===== src/rtl/multicycle_controller_if.sv =====
// -----------------------------------------------------------------------------
// multicycle_controller_if
// Purpose : Control/status bundle between the CA-3 multi-cycle controller and
//           its datapath and memory.
// Signals : instruction, zero_flag, carry_flag, mem_ready      datapath -> ctrl
//           ld_pc, pc_src, ld_ir, ld_di, ld_alu, alu_op, ld_czn, czn_src,
//           rf_we, rf_wsrc, mem_addr_src, mem_read, mem_write,
//           halted, err                                       ctrl -> datapath
// Modports: master = controller side, slave = datapath/memory side.
// -----------------------------------------------------------------------------
interface multicycle_controller_if;
   logic [3:0] instruction;
   logic       zero_flag;
   logic       carry_flag;
   logic       mem_ready;
   logic       ld_pc;
   logic [1:0] pc_src;
   logic       ld_ir;
   logic       ld_di;
   logic       ld_alu;
   logic [1:0] alu_op;
   logic       ld_czn;
   logic       czn_src;
   logic       rf_we;
   logic [1:0] rf_wsrc;
   logic       mem_addr_src;
   logic       mem_read;
   logic       mem_write;
   logic       halted;
   logic       err;

   modport master (
      input  instruction, zero_flag, carry_flag, mem_ready,
      output ld_pc, pc_src, ld_ir, ld_di, ld_alu, alu_op, ld_czn, czn_src,
             rf_we, rf_wsrc, mem_addr_src, mem_read, mem_write, halted, err
   );

   modport slave (
      output instruction, zero_flag, carry_flag, mem_ready,
      input  ld_pc, pc_src, ld_ir, ld_di, ld_alu, alu_op, ld_czn, czn_src,
             rf_we, rf_wsrc, mem_addr_src, mem_read, mem_write, halted, err
   );
endinterface


===== src/rtl/multicycle_controller.sv =====
// -----------------------------------------------------------------------------
// multicycle_controller
// Purpose : Multi-cycle control FSM for the CA-3 datapath. Fetches an opcode
//           word, optionally an operand word, and sequences execution of
//           NOP/HALT/MVR/ALU/LDI/LDR/STR/JMP/BRZ/BRC. Every memory access waits
//           on mem_ready under a watchdog; HALTED and ERROR are sticky.
// Ports   : clk  - system clock, rising edge
//           rst  - asynchronous active-high reset
//           bus  - multicycle_controller_if.master (opcode/flags/mem_ready in,
//                  all datapath loads, selects and memory strobes out)
// Params  : TIMEOUT    - max cycles a memory access waits for mem_ready (1..255)
//           HAS_BRANCH - 1: BRZ/BRC legal, 0: they decode as illegal
// -----------------------------------------------------------------------------
module multicycle_controller #(
   parameter int TIMEOUT    = 16,
   parameter int HAS_BRANCH = 1
) (
   input  logic                           clk,
   input  logic                           rst,
   multicycle_controller_if.master        bus
);

   typedef enum logic [3:0] {
      S_RESET, S_FETCH, S_DECODE, S_MVR_WB, S_ALU_EX, S_ALU_WB, S_OPND,
      S_LDI_WB, S_MEM_RD, S_LDR_WB, S_MEM_WR, S_JMP_EX, S_BR_EX,
      S_HALTED, S_ERROR
   } state_t;

   localparam logic [7:0] CNT_LAST = 8'(TIMEOUT - 1);

   state_t     r_state;
   state_t     w_state_next;
   logic [7:0] r_cnt;
   logic       w_is_wait;
   logic       w_timeout;
   logic       w_branch_ok;
   logic       w_taken;

   assign w_is_wait   = (r_state == S_FETCH) || (r_state == S_OPND) ||
                        (r_state == S_MEM_RD) || (r_state == S_MEM_WR);
   // mem_ready in the last allowed cycle still wins over the watchdog
   assign w_timeout   = !bus.mem_ready && (r_cnt == CNT_LAST);
   assign w_branch_ok = (HAS_BRANCH != 0);
   assign w_taken     = ((bus.instruction == 4'b1100) && bus.zero_flag) ||
                        ((bus.instruction == 4'b1101) && bus.carry_flag);

   // State register
   always_ff @(posedge clk or posedge rst) begin
      if (rst) r_state <= S_RESET;
      else     r_state <= w_state_next;
   end

   // Wait counter: cleared whenever the state changes, so every entry into a
   // wait state (even straight from another wait state) starts at zero.
   always_ff @(posedge clk or posedge rst) begin
      if (rst)                         r_cnt <= '0;
      else if (w_state_next != r_state) r_cnt <= '0;
      else if (w_is_wait && !bus.mem_ready) r_cnt <= r_cnt + 8'd1;
   end

   // Next-state logic
   always_comb begin
      w_state_next = r_state;
      case (r_state)
         S_RESET:  w_state_next = S_FETCH;
         S_FETCH: begin
            if (bus.mem_ready)  w_state_next = S_DECODE;
            else if (w_timeout) w_state_next = S_ERROR;
         end
         S_DECODE: begin
            casez (bus.instruction)
               4'b0000: w_state_next = S_FETCH;
               4'b0001: w_state_next = S_HALTED;
               4'b0010: w_state_next = S_MVR_WB;
               4'b0011: w_state_next = S_OPND;
               4'b01??: w_state_next = S_ALU_EX;
               4'b100?,
               4'b1010,
               4'b1011: w_state_next = S_OPND;
               4'b110?: w_state_next = w_branch_ok ? S_OPND : S_ERROR;
               default: w_state_next = S_ERROR;
            endcase
         end
         S_MVR_WB: w_state_next = S_FETCH;
         S_ALU_EX: w_state_next = S_ALU_WB;
         S_ALU_WB: w_state_next = S_FETCH;
         S_OPND: begin
            if (bus.mem_ready) begin
               casez (bus.instruction)
                  4'b100?: w_state_next = S_LDI_WB;
                  4'b1010: w_state_next = S_MEM_RD;
                  4'b1011: w_state_next = S_MEM_WR;
                  4'b0011: w_state_next = S_JMP_EX;
                  4'b110?: w_state_next = S_BR_EX;
                  default: w_state_next = S_ERROR;
               endcase
            end else if (w_timeout) begin
               w_state_next = S_ERROR;
            end
         end
         S_LDI_WB: w_state_next = S_FETCH;
         S_MEM_RD: begin
            if (bus.mem_ready)  w_state_next = S_LDR_WB;
            else if (w_timeout) w_state_next = S_ERROR;
         end
         S_LDR_WB: w_state_next = S_FETCH;
         S_MEM_WR: begin
            if (bus.mem_ready)  w_state_next = S_FETCH;
            else if (w_timeout) w_state_next = S_ERROR;
         end
         S_JMP_EX: w_state_next = S_FETCH;
         S_BR_EX:  w_state_next = S_FETCH;
         S_HALTED: w_state_next = S_HALTED;
         S_ERROR:  w_state_next = S_ERROR;
         default:  w_state_next = S_ERROR;
      endcase
   end

   // Output logic
   always_comb begin
      bus.ld_pc        = 1'b0;
      bus.pc_src       = 2'd0;
      bus.ld_ir        = 1'b0;
      bus.ld_di        = 1'b0;
      bus.ld_alu       = 1'b0;
      bus.alu_op       = 2'd0;
      bus.ld_czn       = 1'b0;
      bus.czn_src      = 1'b0;
      bus.rf_we        = 1'b0;
      bus.rf_wsrc      = 2'd0;
      bus.mem_addr_src = 1'b0;
      bus.mem_read     = 1'b0;
      bus.mem_write    = 1'b0;
      bus.halted       = 1'b0;
      bus.err          = 1'b0;
      case (r_state)
         S_FETCH: begin
            bus.mem_read = 1'b1;
            bus.ld_ir    = bus.mem_ready;
            bus.ld_pc    = bus.mem_ready;
         end
         S_OPND: begin
            bus.mem_read = 1'b1;
            bus.ld_di    = bus.mem_ready;
            bus.ld_pc    = bus.mem_ready;
         end
         S_MVR_WB: begin
            bus.rf_we   = 1'b1;
            bus.rf_wsrc = 2'd2;
            bus.ld_czn  = 1'b1;
            bus.czn_src = 1'b1;
         end
         S_ALU_EX: begin
            bus.ld_alu = 1'b1;
            bus.alu_op = bus.instruction[1:0];
         end
         S_ALU_WB: begin
            bus.rf_we  = 1'b1;
            bus.ld_czn = 1'b1;
            bus.alu_op = bus.instruction[1:0];
         end
         S_LDI_WB, S_LDR_WB: begin
            bus.rf_we   = 1'b1;
            bus.rf_wsrc = 2'd1;
         end
         S_MEM_RD: begin
            bus.mem_read     = 1'b1;
            bus.mem_addr_src = 1'b1;
            bus.ld_di        = bus.mem_ready;
         end
         S_MEM_WR: begin
            bus.mem_write    = 1'b1;
            bus.mem_addr_src = 1'b1;
         end
         S_JMP_EX: begin
            bus.ld_pc  = 1'b1;
            bus.pc_src = 2'd1;
         end
         S_BR_EX: begin
            bus.ld_pc  = w_taken;
            bus.pc_src = w_taken ? 2'd2 : 2'd0;
         end
         S_HALTED: bus.halted = 1'b1;
         S_ERROR:  bus.err    = 1'b1;
         default: ;
      endcase
   end

endmodule


===== src/flat_wrapper.sv =====
// flat-port wrapper written by rule: the top's interface ports become plain ports
module multicycle_controller_flat 
#(
   parameter int TIMEOUT    = 16,
   parameter int HAS_BRANCH = 1
)
  (clk, rst, bus_instruction, bus_zero_flag, bus_carry_flag, bus_mem_ready, bus_ld_pc, bus_pc_src, bus_ld_ir, bus_ld_di, bus_ld_alu, bus_alu_op, bus_ld_czn, bus_czn_src, bus_rf_we, bus_rf_wsrc, bus_mem_addr_src, bus_mem_read, bus_mem_write, bus_halted, bus_err);
  multicycle_controller_if bus_i ();
  input  logic clk;
  input  logic rst;
  input wire logic [$bits(bus_i.instruction)-1:0] bus_instruction;
  input wire logic [$bits(bus_i.zero_flag)-1:0] bus_zero_flag;
  input wire logic [$bits(bus_i.carry_flag)-1:0] bus_carry_flag;
  input wire logic [$bits(bus_i.mem_ready)-1:0] bus_mem_ready;
  output wire logic [$bits(bus_i.ld_pc)-1:0] bus_ld_pc;
  output wire logic [$bits(bus_i.pc_src)-1:0] bus_pc_src;
  output wire logic [$bits(bus_i.ld_ir)-1:0] bus_ld_ir;
  output wire logic [$bits(bus_i.ld_di)-1:0] bus_ld_di;
  output wire logic [$bits(bus_i.ld_alu)-1:0] bus_ld_alu;
  output wire logic [$bits(bus_i.alu_op)-1:0] bus_alu_op;
  output wire logic [$bits(bus_i.ld_czn)-1:0] bus_ld_czn;
  output wire logic [$bits(bus_i.czn_src)-1:0] bus_czn_src;
  output wire logic [$bits(bus_i.rf_we)-1:0] bus_rf_we;
  output wire logic [$bits(bus_i.rf_wsrc)-1:0] bus_rf_wsrc;
  output wire logic [$bits(bus_i.mem_addr_src)-1:0] bus_mem_addr_src;
  output wire logic [$bits(bus_i.mem_read)-1:0] bus_mem_read;
  output wire logic [$bits(bus_i.mem_write)-1:0] bus_mem_write;
  output wire logic [$bits(bus_i.halted)-1:0] bus_halted;
  output wire logic [$bits(bus_i.err)-1:0] bus_err;
  assign bus_i.instruction = bus_instruction;
  assign bus_i.zero_flag = bus_zero_flag;
  assign bus_i.carry_flag = bus_carry_flag;
  assign bus_i.mem_ready = bus_mem_ready;
  assign bus_ld_pc = bus_i.ld_pc;
  assign bus_pc_src = bus_i.pc_src;
  assign bus_ld_ir = bus_i.ld_ir;
  assign bus_ld_di = bus_i.ld_di;
  assign bus_ld_alu = bus_i.ld_alu;
  assign bus_alu_op = bus_i.alu_op;
  assign bus_ld_czn = bus_i.ld_czn;
  assign bus_czn_src = bus_i.czn_src;
  assign bus_rf_we = bus_i.rf_we;
  assign bus_rf_wsrc = bus_i.rf_wsrc;
  assign bus_mem_addr_src = bus_i.mem_addr_src;
  assign bus_mem_read = bus_i.mem_read;
  assign bus_mem_write = bus_i.mem_write;
  assign bus_halted = bus_i.halted;
  assign bus_err = bus_i.err;
  multicycle_controller #(.TIMEOUT(TIMEOUT), .HAS_BRANCH(HAS_BRANCH)) u_core (.clk(clk), .rst(rst), .bus(bus_i));
endmodule

===== config.mk =====
export PLATFORM = sky130hd
export DESIGN_NAME = multicycle_controller_flat
export DESIGN_NICKNAME = d
export VERILOG_FILES = /design/src/rtl/multicycle_controller_if.sv /design/src/rtl/multicycle_controller.sv /design/src/flat_wrapper.sv
export SDC_FILE = /design/constraint.sdc
export NUM_CORES = 1
export LEC_CHECK = 0
export CAP_MARGIN = 20
export CORE_UTILIZATION = 35
export CTS_CLUSTER_DIAMETER = 200
export DETAILED_ROUTE_END_ITERATION = 6
export MAX_ROUTING_LAYER = met4
export SLEW_MARGIN = 10
export SYNTH_ARGS = -nofsm -noshare
export SYNTH_HDL_FRONTEND = slang
export SYNTH_SLANG_ARGS = --single-unit

===== constraint.sdc =====
create_clock -name clk -period 2.1 [get_ports clk]
set_input_delay 0.42 -clock clk [delete_from_list [all_inputs] [get_ports clk]]
set_output_delay 0.42 -clock clk [all_outputs]
set_load 0.01 [all_outputs]

# Yosys cells after proc, flatten, opt, wreduce, memory -nomap -nowiden
# Index checks and enable logic that the tools add are counted.
[op_classes]
n_addsub = 1
mul = 0
n_div = 0
n_lt_le_gt_ge = 0
n_eq_ne = 26
shifts = 0
mux = 26
bitwise_logic = 0
reduce_logical = 22
[ops]
columns = ["op", "count"]
rows = [
  ["4-bit equality test, second input constant", 11],
  ["4-bit case mux with 5 select lines", 2],
  ["4-bit case mux with 8 select lines", 1],
  ["4-bit 2-to-1 mux", 5],
  ["4-bit by 2-bit equality test with 1-bit output, second input constant", 4],
  ["4-bit by 3-bit equality test with 1-bit output, second input constant", 4],
  ["8-bit 2-to-1 mux", 2],
  ["2-bit OR reduction", 6],
  ["1-bit 2-to-1 mux", 11],
  ["8-bit by 1-bit adder with 8-bit output, second input constant", 1],
  ["4-bit by 1-bit equality test with 1-bit output, second input constant", 2],
  ["8-bit by 4-bit equality test with 1-bit output, second input constant", 1],
  ["4-bit zero test", 2],
  ["2-bit case mux with 2 select lines", 2],
  ["7-bit OR reduction", 1],
  ["3-bit equality test, second input constant", 2],
  ["5-bit OR reduction", 1],
  ["1-bit logical AND", 4],
  ["1-bit logical OR", 4],
  ["2-bit 2-to-1 mux", 2],
  ["4-bit inequality test", 1],
  ["4-bit OR reduction", 1],
  ["1-bit case mux with 3 select lines", 1],
  ["3-bit OR reduction", 1],
  ["other kinds (3)", 3],
]
[word_totals]
regBits = 12
latch_bits = 0
ram_bits = 0
mem_bits_ro = 0
in_bits = 9
output_inout_bits = 18
memories = 0

# Logic depth before layout (Yosys ltp)
[depth]
ltp_word = 7
mapped_depth = 6

# Least setup slack after synthesis
# OpenSTA, ideal clock, no wires.
[synth_timing]
kind = "flip-flop to output port"
from = "register u_core.r_state[3]"
to = "output bus_ld_pc"
arrival_ns = 1.544
setup_slack_ns = 0.136
path_stages_with_launch = 7
path_buffers = 2
cell_sequence = "dfrtp_1 -> buf_2 -> buf_2 -> nand2_1 -> nor4_1 -> a31oi_1 -> o21ai_0"
[synth_via]
elab_chain_len = 3
word_cells_on_any_way = 6
cone_classes = "eq/ne: 4; mux: 1; reduce/logical: 1"
[synth_lines]
columns = ["item", "line_no", "text"]
rows = [
  ["from (decl)", "multicycle_controller.sv:31", "state_t r_state;"],
  ["from (signal assigned)", "multicycle_controller.sv:50", "else r_state <= w_state_next;"],
  ["4-bit by 3-bit equality test with 1-bit output / 4-bit by 1-bit equality test with 1-bit output (equally long branches)", "multicycle_controller.sv:136", "case (r_state)"],
  ["2-bit OR reduction (no source line)", "n/a", ""],
  ["1-bit case mux with 3 select lines (*)", "multicycle_controller.sv:136", ""],
  ["to (decl)", "flat_wrapper.sv:15", "output wire logic [$bits(bus_i.ld_pc)-1:0] bus_ld_pc;"],
]
# Every way passes the cells marked *; elsewhere a longest branch is shown, timed or not.

# Worst setup path after layout
[layout_timing]
from = "input bus_mem_ready"
to = "register u_core.r_cnt[0]"
[layout_via]
elab_chain_len = 7
word_cells_on_any_way = 12
cone_classes = "eq/ne: 1; mux: 7; reduce/logical: 4"
[layout_lines]
columns = ["item", "line_no", "text"]
rows = [
  ["from (decl)", "flat_wrapper.sv:14", "input wire logic [$bits(bus_i.mem_ready)-1:0] bus_mem_ready;"],
  ["1-bit zero test", "multicycle_controller.sv:42, multicycle_controller.sv:58", ""],
  ["1-bit logical AND", "multicycle_controller.sv:42", "assign w_timeout = !bus.mem_ready && (r_cnt == CNT_LAST);"],
  ["4-bit 2-to-1 mux", "n/a", ""],
  ["4-bit 2-to-1 mux (on tied branches)", "n/a", ""],
  ["4-bit case mux with 8 select lines", "multicycle_controller.sv:64", "case (r_state)"],
  ["4-bit inequality test", "multicycle_controller.sv:57", "else if (w_state_next != r_state) r_cnt <= '0;"],
  ["8-bit 2-to-1 mux / 2-bit nonzero test (equally long branches)", "n/a", ""],
  ["to (signal assigned)", "multicycle_controller.sv:58", "else if (w_is_wait && !bus.mem_ready) r_cnt <= r_cnt + 8'd1;"],
  ["to (decl)", "multicycle_controller.sv:33", "logic [7:0] r_cnt;"],
]
# Parallel ways exist; a longest one is shown, timed or not.
# A chain may end at the register's enable or synchronous reset.

==> impl_metrics.py <==
metrics = {
    "status": {
        "status": "finished, final reports clean",
    },
    "layout": {
        "fin_util_pct": 57.18,
        "area_growth_pct": 50.09,
        "final_area_um2": 1983,
        "final_common_cell": "buf_4",
        "stdcell_count": 271,
        "layout_common_cells": "36 x buf_4, 15 x nor2_1, 14 x dlygate4sd2_1",
        "drive_above_1_share_pct": 33.33,
        "finalNetCount": 237,
        "antennaDiodeCount": 0,
    },
    "floorplanning": {
        "initial_core_util_pct": 38.10,
        "design.core.area_um2": 3468,
        "rows": 21,
        "die_x_um": 63.44,
        "die_h_um": 63.44,
        "ios": 27,
        "die_area_um2": 4025,
    },
    "sta": {
        "post-route-period-util_pct": 97.21,
        "relSlewSlack_pct": 67.80,
        "finalClockSkew_ns": 0.005515,
        "maxSlewViolCount": 0,
        "worst_pin_slew_ns": 0.4825,
        "finalHoldViolCount": 0,
        "setup_viol": 0,
        "fin_hold_ws_ns": 0.4960,
        "clock.fmax_mhz": 489.9,
        "rsz0062_at_grt": "false",
        "min_period_ns": 2.041,
    },
    "route": {
        "drc": 0,
        "drtAntennaViolNets": 0,
        "wire_per_inst_um": 15.45,
        "vias_per_cell": 5.616,
        "routed_wirelength_um": 4187,
        "dr.pass1.iters": 4,
        "vias": 1522,
        "first_iter_violations": 73,
    },
    "power_and_ir_drop": {
        "vdd_drop_max_v": 0.0007568,
        "total_power_mw": 2.088,
        "power.leakage_nw": 0.8740,
        "power.density_nw_per_um2": 1053,
    },
    "place": {
        "placed_cells": 265,
        "io_buffers": 26,
        "place_area_um2": 1834,
        "dp.final_hpwl_um": 3162,
        "gp_congestion": 0.8354,
    },
    "clock_tree": {
        "clk_latency_ns": 0.24,
        "clkSinkCount": 12,
        "clk_pin_slew_ns": 0.06,
        "cts_hold_buffers": 0,
        "clockBufferDepth": 2,
        "htreeDepth": 1,
        "cts_inserted_buffers": 3,
        "cts_tree": "built",
        "root_buffer": "clkbuf_8",
    },
    "synth": {
        "synthFlopType": "dfrtp_1",
        "synth-edff-count": 0,
        "synth-seq-cells": 12,
        "synth_sequential_area_ratio_pct": 22.73,
        "syn_avg_cell_area_um2": 7.682,
        "synthArstFlopShare_pct": 100.0,
        "synth_fp_nets": 182,
        "yosys_warnings": 0,
        "syn_inst": 172,
        "syn-cell-area_um2": 1321,
        "yosysUniqueCellTypes": 54,
    },
    "critical_path": {
        "endpoint_kind": "flop",
        "r2r-start": "u_core.r_state[1]",
        "crit_start": "bus_mem_ready",
        "rr_worst_depth": 7,
        "path_max_fanout": 8,
        "worst_ep_required_time_ns": 2.24,
        "rrSetupSlack_ns": 0.11,
        "crit_end": "u_core.r_cnt[0]",
        "r2r-end": "u_core.r_cnt[0]",
        "startpoint_type": "input port",
        "arrival_ns": 2.18,
        "critical_path_class": "in -> reg",
    },
    "global_route": {
        "grt_max_degree": 16,
        "grt_pass1_wl_um": 6955,
        "grt_overflow_total": 0,
        "antenna_found_initial": 0,
        "grt.total_usage_pct": 22.43,
        "grt_pass1_vias": 1438,
    },
    "min_path": {
        "hold_path.class": "in -> async",
    },
    "job": {
        "cap_violations": 0,
    },
}
==> metal layers <==
metal	wire, µm	up-vias	global-route usage (%)
met2	1901	50	34.44
met5	0	-	-
met3	235	0	4.348
met1	2050	728	31.03
met4	0	0	3.125
li1	-	744	-
==> worst min path at each step <==
stage / startpoint / slack (ns) / depth (start not counted) / end
after global placement: u_core.r_cnt[7] / 0.58 / 2 / u_core.r_cnt[7]
after floorplan: rst / 0.28 / 1 / u_core.r_cnt[0]
after CTS: rst / 0.53 / 2 / u_core.r_state[0]
after global routing: rst / 0.57 / 2 / u_core.r_cnt[0]
final: rst / 0.50 / 2 / u_core.r_cnt[5]
after detailed placement: u_core.r_cnt[7] / 0.63 / 2 / u_core.r_cnt[7]
==> sequential cells by signal, summed over array words and instances (netlist names) <==
name            cells
u_core.r_state      4
u_core.r_cnt        8
==> report_power, final <==
part	internal, mW	leakage, nW	total [mW]	switching [mW]
clock network	0.127	0.0216	0.215	0.0884
logic	0.689	0.695	1.53	0.840
registers	0.277	0.157	0.345	0.0683
==> Yosys cell counts, types with 2 or more instances <==
master	instances	area [µm²]
and3_1	2	12.51
mux2i_1	2	20.02
or2_2	3	18.77
a211oi_1	2	15.01
a31oi_1	3	18.77
o21ai_2	2	17.52
o31ai_1	2	15.01
xor2_1	7	61.31
nor3_1	6	30.03
nand2b_4	3	41.29
o21ai_1	3	15.01
nor4_1	11	68.82
o21ai_0	11	55.05
nand2b_1	8	50.05
o32a_1	2	20.02
o21a_1	2	15.01
nand3_1	2	10.01
nand2_1	13	48.80
buf_2	9	45.04
o211ai_1	5	37.54
dfrtp_1	12	300.3
nor2_1	17	63.81
nor3b_1	3	22.52
clkbuf_1	4	15.01
inv_1	4	15.01
nor4b_1	2	17.52
a21oi_1	5	25.02
==> kinds of logic (layout without fill, tap and decap cells) <==
logic type,count (synthesis),after routing,synth area share [%]
mux,3,3,2.557
fa+ha+maj,1,1,0.9468
buf+inv,19,72,6.533
simple gates,79,79,34.38
flops,12,12,22.73
compound gates,50,50,27.56
xor+xnor,8,8,5.303
==> layout make-up <==
cell class                      count  area, µm²
Inverter                            5      18.77
Multi-Input combinational cell    141       1032
Sequential cell                    12      304.0
Tap cell                           46      57.56
Timing Repair Buffer               64      529.3
Clock buffer                        3      41.29
Fill cell                         330       1485
==> per-stage QoR <==
stage,worst slack (ns),TNS [ns]
2_1_floorplan,0.1360,0
3_3_place_gp,-0.3485,-2.557
3_5_place_dp,-0.3947,-3.190
4_1_cts,0.0006248,0
5_1_grt,0.003745,0
6_report,0.05865,0
==> worst max-delay path: stages <==
cell and delay [ns]:
clkdlybuf4s50_1 0.52, buf_4 0.14, inv_2 0.06, nor3_2 0.20, buf_4 0.15, o32ai_4 0.08
mux2i_2 0.15, buf_4 0.19, nor4_2 0.27
==> repair_timing <==
action,in CTS,in global routing
cloned,0,0
setup buffers,2,1
endpoints found under the setup margin,18,14
pin swaps,1,4
gates resized for setup,27,22
Note: power is estimated with default switching activity, not from simulation.
